File: src/rtl/blob_xr_extract_if.sv
// Pixel-stream / result bundle between the thresholding front end and blob_xr_extract.
// master drives the pixel stream and frame pulses; slave returns the per-frame target result.
interface blob_xr_extract_if;
   logic       frame_start;
   logic       frame_end;
   logic       pix_valid;
   logic [8:0] hcount;
   logic [7:0] vcount;
   logic       mask;
   logic [8:0] pre_x;
   logic [6:0] pre_rad;
   logic       result_valid;
   logic       busy;

   modport master (
      output frame_start, frame_end, pix_valid, hcount, vcount, mask,
      input  pre_x, pre_rad, result_valid, busy
   );

   modport slave (
      input  frame_start, frame_end, pix_valid, hcount, vcount, mask,
      output pre_x, pre_rad, result_valid, busy
   );
endinterface

File: src/rtl/blob_xr_extract.sv
// Per-frame bounding-box extractor: centre x and radius of the colour-matched blob, 9'h1FF if none.
// Optional run-length noise filter enabled by defining BLOB_RUN_FILTER_EN.
module blob_xr_extract #(
   parameter int H_ACTIVE   = 320,
   parameter int V_ACTIVE   = 240,
   parameter int MIN_PIXELS = 64,
   parameter int CNT_W      = 17
) (
   input  logic             clk,
   input  logic             rst_n,
   blob_xr_extract_if.slave bus
);

   typedef enum logic [1:0] {IDLE, ACCUM, CALC, OUT} state_t;

   localparam logic [8:0]       H_LIM = 9'(H_ACTIVE);
   localparam logic [7:0]       V_LIM = 8'(V_ACTIVE);
   localparam logic [CNT_W-1:0] MIN_C = CNT_W'(MIN_PIXELS);

   state_t           state, state_nxt;
   logic             start_pend;
   logic [8:0]       min_x, max_x, n_min_x, n_max_x, b_min_x, b_max_x;
   logic [7:0]       min_y, max_y, n_min_y, n_max_y, b_min_y, b_max_y;
   logic [CNT_W-1:0] cnt, n_cnt, b_cnt;
   logic             run_ok, qual, fs_take, clr, acc_en;

   // ---------------- run-length filter ----------------
`ifdef BLOB_RUN_FILTER_EN
   logic       run_mask;
   logic [7:0] run_v;

   always_ff @(posedge clk or negedge rst_n) begin
      if (!rst_n) begin
         run_mask <= 1'b0;
         run_v    <= '0;
      end else if (bus.frame_start || bus.pix_valid) begin
         run_mask <= bus.pix_valid & bus.mask;
         run_v    <= bus.vcount;
      end
   end

   // The frame_start pixel always opens a new run, so it never qualifies.
   assign run_ok = run_mask & (run_v == bus.vcount) & ~bus.frame_start;
`else
   assign run_ok = 1'b1;
`endif

   assign qual = bus.pix_valid & bus.mask & run_ok &
                 (bus.hcount < H_LIM) & (bus.vcount < V_LIM);

   // A frame_start colliding with frame_end in ACCUM must not clobber the finishing frame;
   // it is deferred and the clear happens on the CALC cycle, once the result is captured.
   assign fs_take = bus.frame_start & ~((state == ACCUM) & bus.frame_end);
   assign clr     = fs_take | ((state == CALC) & start_pend);
   assign acc_en  = qual & (((state == ACCUM) & ~bus.frame_end) | fs_take);

   always_comb begin
      b_min_x = clr ? 9'h1FF : min_x;
      b_max_x = clr ? 9'h000 : max_x;
      b_min_y = clr ? 8'hFF  : min_y;
      b_max_y = clr ? 8'h00  : max_y;
      b_cnt   = clr ? '0     : cnt;
      n_min_x = b_min_x;
      n_max_x = b_max_x;
      n_min_y = b_min_y;
      n_max_y = b_max_y;
      n_cnt   = b_cnt;
      if (acc_en) begin
         if (bus.hcount < b_min_x) n_min_x = bus.hcount;
         if (bus.hcount > b_max_x) n_max_x = bus.hcount;
         if (bus.vcount < b_min_y) n_min_y = bus.vcount;
         if (bus.vcount > b_max_y) n_max_y = bus.vcount;
         if (!(&b_cnt))            n_cnt   = b_cnt + 1'b1;
      end
   end

   always_ff @(posedge clk or negedge rst_n) begin
      if (!rst_n) begin
         min_x <= 9'h1FF;
         max_x <= '0;
         min_y <= 8'hFF;
         max_y <= '0;
         cnt   <= '0;
      end else begin
         min_x <= n_min_x;
         max_x <= n_max_x;
         min_y <= n_min_y;
         max_y <= n_max_y;
         cnt   <= n_cnt;
      end
   end

   // ---------------- FSM ----------------
   always_ff @(posedge clk or negedge rst_n) begin
      if (!rst_n) begin
         state      <= IDLE;
         start_pend <= 1'b0;
      end else begin
         state <= state_nxt;
         if (state == OUT)
            start_pend <= 1'b0;
         else if (((state == ACCUM) & bus.frame_end & bus.frame_start) |
                  ((state == CALC) & bus.frame_start))
            start_pend <= 1'b1;
      end
   end

   always_comb begin
      state_nxt = state;
      case (state)
         IDLE:    if (bus.frame_start) state_nxt = ACCUM;
         ACCUM:   if (bus.frame_end)   state_nxt = CALC;
         CALC:    state_nxt = OUT;
         OUT:     state_nxt = (start_pend | bus.frame_start) ? ACCUM : IDLE;
         default: state_nxt = IDLE;
      endcase
   end

   always_comb begin
      bus.result_valid = (state == OUT);
      bus.busy         = (state == ACCUM) | (state == CALC);
   end

   // ---------------- CALC arithmetic ----------------
   logic [8:0] x_c;
   logic [9:0] w, mx, r_half;
   logic [8:0] h;
   logic [6:0] r_c;
   logic       tgt_ok;

   always_comb begin
      x_c    = 9'(({1'b0, min_x} + {1'b0, max_x}) >> 1);
      w      = {1'b0, max_x} - {1'b0, min_x} + 10'd1;
      h      = {1'b0, max_y} - {1'b0, min_y} + 9'd1;
      mx     = (w > {1'b0, h}) ? w : {1'b0, h};
      r_half = 10'(({1'b0, mx} + 11'd1) >> 1);
      r_c    = (|r_half[9:7]) ? 7'd127 : r_half[6:0];
      tgt_ok = (cnt >= MIN_C);
   end

   // Result is captured leaving CALC so it is already visible while result_valid is high.
   always_ff @(posedge clk or negedge rst_n) begin
      if (!rst_n) begin
         bus.pre_x   <= 9'h1FF;
         bus.pre_rad <= '0;
      end else if (state == CALC) begin
         bus.pre_x   <= tgt_ok ? x_c : 9'h1FF;
         bus.pre_rad <= tgt_ok ? r_c : 7'd0;
      end
   end

endmodule

File: src/flat_wrapper.sv
// flat-port wrapper written by rule: the top's interface ports become plain ports
module blob_xr_extract_flat 
#(
   parameter int H_ACTIVE   = 320,
   parameter int V_ACTIVE   = 240,
   parameter int MIN_PIXELS = 64,
   parameter int CNT_W      = 17
)
  (clk, rst_n, bus_frame_start, bus_frame_end, bus_pix_valid, bus_hcount, bus_vcount, bus_mask, bus_pre_x, bus_pre_rad, bus_result_valid, bus_busy);
  blob_xr_extract_if bus_i ();
  input  logic clk;
  input  logic rst_n;
  input wire logic [$bits(bus_i.frame_start)-1:0] bus_frame_start;
  input wire logic [$bits(bus_i.frame_end)-1:0] bus_frame_end;
  input wire logic [$bits(bus_i.pix_valid)-1:0] bus_pix_valid;
  input wire logic [$bits(bus_i.hcount)-1:0] bus_hcount;
  input wire logic [$bits(bus_i.vcount)-1:0] bus_vcount;
  input wire logic [$bits(bus_i.mask)-1:0] bus_mask;
  output wire logic [$bits(bus_i.pre_x)-1:0] bus_pre_x;
  output wire logic [$bits(bus_i.pre_rad)-1:0] bus_pre_rad;
  output wire logic [$bits(bus_i.result_valid)-1:0] bus_result_valid;
  output wire logic [$bits(bus_i.busy)-1:0] bus_busy;
  assign bus_i.frame_start = bus_frame_start;
  assign bus_i.frame_end = bus_frame_end;
  assign bus_i.pix_valid = bus_pix_valid;
  assign bus_i.hcount = bus_hcount;
  assign bus_i.vcount = bus_vcount;
  assign bus_i.mask = bus_mask;
  assign bus_pre_x = bus_i.pre_x;
  assign bus_pre_rad = bus_i.pre_rad;
  assign bus_result_valid = bus_i.result_valid;
  assign bus_busy = bus_i.busy;
  blob_xr_extract #(.H_ACTIVE(H_ACTIVE), .V_ACTIVE(V_ACTIVE), .MIN_PIXELS(MIN_PIXELS), .CNT_W(CNT_W)) u_core (.clk(clk), .rst_n(rst_n), .bus(bus_i));
endmodule
File: config.mk
export PLATFORM = sky130hd
export DESIGN_NAME = blob_xr_extract_flat
export DESIGN_NICKNAME = d
export VERILOG_FILES = /design/src/rtl/blob_xr_extract_if.sv /design/src/rtl/blob_xr_extract.sv /design/src/flat_wrapper.sv
export SDC_FILE = /design/constraint.sdc
export NUM_CORES = 1
export LEC_CHECK = 0
export CAP_MARGIN = 20
export CORE_ASPECT_RATIO = 1.4
export CORE_UTILIZATION = 55
export DETAILED_ROUTE_END_ITERATION = 8
export PLACE_DENSITY = 0.86
export SLEW_MARGIN = 15
export SYNTH_ARGS = -nofsm -noshare
export SYNTH_HDL_FRONTEND = slang
export SYNTH_SLANG_ARGS = --single-unit
File: constraint.sdc
create_clock -name clk -period 6.1 [get_ports clk]
set_clock_uncertainty 0.1 [all_clocks]
set_input_delay 1.83 -clock clk [delete_from_list [all_inputs] [get_ports clk]]
set_output_delay 1.83 -clock clk [all_outputs]
set_load 0.01 [all_outputs]
==> summary.txt, run 1 <==
Status
  • Status: finished clean

Route
  • Routed WL: 12920 µm
  • DR vias: 4521
  • Initial DRC count: 243
  • Vias per cell: 5.745
  • ANT nets after route: 0
  • DRC viols: 0
  • First-pass DRT Iterations: 4
  • WL/cell: 16.42 µm

CTS
  • Clk slew on worst S/H paths: 60 ps
  • CTS HTree Levels: 3
  • CTS tree: yes
  • Postcts setup bufs: 0
  • Hold bufs inserted after CTS: 0
  • Clock root buffer: clkbuf_16
  • Clock sink count: 70
  • Clock buffer depth: 2
  • CTS resizes: 0
  • Worst-Skew Late Latency: 340 ps
  • Cts bufs inserted: 9

Setup path
  • Slowest cell on crit path: dfstp_2
  • Critical path class: flop to flop
  • CP Max Fanout: 14
  • Critical-path cell list: ha_1 > inv_1 > ha_1 > inv_1 > fa_1 > nand2b_1 > a21oi_2 > a2111oi_1 > nor3_2 > ha_1 > a21oi_1 > o21ai_0 > nor3_1 > o21bai_4 > mux2_2 > ha_1 > nor3b_2 > nand4_1 > nor4_1 > nor3b_1 > o31ai_4 > o221ai_1
  • Largest stage delay on the critical path: 530 ps
  • CP delay by family, top: simple AND/OR/NAND/NOR gates
  • CP bufs+invs: 2
  • CP Launch Type: flop
  • Reg-to-reg slack, setup: 570 ps
  • Worst path required time: 6170 ps
  • Critical Path AT: 5600 ps
  • Crit. Startpoint: u_core.min_y[1]
  • R2r startpoint: u_core.min_y[1]
  • Worst reg2reg endpoint: u_core.bus.pre_rad[4]
  • Worst Setup End Kind: flop
  • Reg2Reg Depth: 22
  • Cell mode on critical path: ha_1

Cells and area
  • Share of cells above drive strength 1: 0.1089
  • Synth-to-Final Area Change: 15.08%
  • Storage cell area: 1784 µm²
  • Fillers: 799
  • Multi-input logic area: 3643 µm²
  • Nets: 762
  • # diodes: 0

Die
  • Rows: 43
  • Die Ht: 122.6 µm
  • Die Width: 88.16 µm
  • Initial Util: 0.5711
  • Core area: 10010 µm²
  • Top-level port count: 41
  • Die area: 10810 µm²

Synthesis
  • Avg Cell Area, Syn: 9.478 µm²
  • Number of synthesized flops with an enable pin: 0
  • Sequential-to-total area share from yosys stat: 0.3122
  • Synthesized instance count: 603
  • Mapped Area: 5715 µm²
  • Top cells by area, synth: ha_1 19%, dfrtp_1 19%, dfstp_2 12%
  • Post-synth top area cell: ha_1
  • FFs w/ async S/R, synth: 1.000
  • Commonest cells post-synth: 89 x ha_1, 66 x inv_1, 53 x nor2_1, 44 x dfrtp_1, 40 x nand2_1
  • Cell with the most instances after synthesis: ha_1
  • Distinct cell type count after synthesis: 65
  • Area share of the largest cell type after synthesis: 0.1948
  • YS warnings: 0
  • Post-synthesis register bit count: 70
  • Net Count, Synth: 718
  • Primary FF master, synth: dfrtp_1

Job
  • Max-cap violations: 0

Global route
  • Vias in the first global route: 4608
  • First-pass GRT wire length: 21430 µm
  • Largest net degree at the start of global routing: 71
  • GRT overflow: 0
  • Gr usage total: 0.2586
  • Initial antenna violation count: 0

Timing
  • Slew @ Worst Pin: 912.4 ps
  • Fin. max-slew vios: 0
  • Max Clock Freq: 0.1810 GHz
  • Unrepaired setup endpoints after global routing: false
  • Total negative slack: 0 ps
  • Final number of hold-violating endpoints: 0
  • Tcrit/Tclk final: 0.9058
  • Period minus WS final: 5525 ps
  • Worst rel slew slack: 0.3917
  • Final hold slack: 389.4 ps
  • Final setup violation count: 0

Place
  • Routability cong.: 0.9383
  • DP HPWL: 9784 µm
  • Port bufs: 40

Min path
  • Hold Path Stages: 2
  • Worst min path class: flop to flop
  • Hold Crit Start: u_core.bus.pre_x[3]
  • Hold EP: u_core.bus.pre_x[3]

Power
  • Power Density: 293.5 nW/µm²
  • Leakage power: 3.310 nW
  • Worst vdd ir: 0.2311 mV
## per-stage QoR
step	cells	setup WS, ps	util	power, mW	cell area (µm²)
3_3_place_gp	771	622.6	0.6253	1.331	6257
4_1_cts	787	433.5	0.6560	1.925	6565
3_5_place_dp	771	482.2	0.6253	1.362	6257
6_report	787	574.8	0.6573	1.930	6578
5_1_grt	787	68.24	0.6573	2.060	6578
2_1_floorplan	603	1072	-	1.151	5715
## state kept, by name, indices dropped and copies added, names as in the netlist
| register | count |
|---|---|
| u_core.max_x | 9 |
| u_core.start_pend | 1 |
| u_core.min_x | 9 |
| u_core.bus.pre_rad | 7 |
| u_core.max_y | 8 |
| u_core.cnt | 17 |
| u_core.min_y | 8 |
| u_core.bus.pre_x | 9 |
| u_core.state | 2 |
## per-layer routing
metal  wire (µm)  share of wire  GRT usage  up-vias
met4         405          0.031     0.1260        0
met1        5251           0.41     0.3038     2173
li1            -              -          -     2214
met3         458          0.035    0.02623       31
met2        6804           0.53     0.4637      103
met5           0              0          0        -
## how the worst max path moves through the flow
stage | to | cells after the start
finish | u_core.bus.pre_rad[4] | 22
global route | u_core.bus.pre_rad[4] | 22
CTS | u_core.bus.pre_rad[4] | 22
detailed placement | u_core.bus.pre_rad[4] | 22
global placement | u_core.bus.pre_rad[6] | 22
floorplan | u_core.bus.pre_rad[1] | 23
## layout by cell type (no fill, tap or decap), drive strengths merged, types with 17 or more instances in the layout
cell           instances
ha                    89
inv                   66
nor2                  53
dfrtp                 44
nand2                 40
clkdlybuf4s50         39
mux2i                 35
a21oi                 33
dfstp                 26
xor2                  23
xnor2                 19
nand3                 17
## layout make-up
cell class / count / share of cell area
multi-input combinational: 456 / 0.5539
clock inverter: 5 / 0.01141
inverter: 66 / 0.03766
sequential: 70 / 0.2713
timing repair buffer: 44 / 0.06468
tap: 135 / 0.02568
clock buffer: 11 / 0.03538
## logic make-up (layout without fill, tap and decap cells)
family	count (synthesis)	after routing	synth area share
compound gates	110	110	0.1449
simple gates	173	173	0.1489
buf+inv	77	126	0.05254
fa+ha+maj	92	92	0.2053
flops	70	70	0.3122
mux	39	39	0.06918
xor+xnor	42	42	0.06699
## power breakdown
group	leakage, nW	switching [mW]	internal, mW
clock	0.153	0.197	0.356
combinational	2.28	0.480	0.334
sequential	0.878	0.0395	0.524
total	3.31	0.716	1.21
## worst reg2reg max path, stage by stage (launching register included)
cell and delay, ps:
dfstp_2 530, ha_1 220, inv_1 60, ha_1 160
inv_1 50, fa_1 390, nand2b_1 170, a21oi_2 200
a2111oi_1 130, nor3_2 390, ha_1 340, a21oi_1 140
o21ai_0 100, nor3_1 300, o21bai_4 210, mux2_2 270
ha_1 190, nor3b_2 280, nand4_1 160, nor4_1 270
nor3b_1 140, o31ai_4 370, o221ai_1 200
No activity file was read; power rests on OpenSTA's default activity.
==> run 2, diff against run 1 <==
CAP_MARGIN = not set   (was 20)
==> results of run 2 <==
The final DEF is identical to that of run 1; final timing and power are the same.
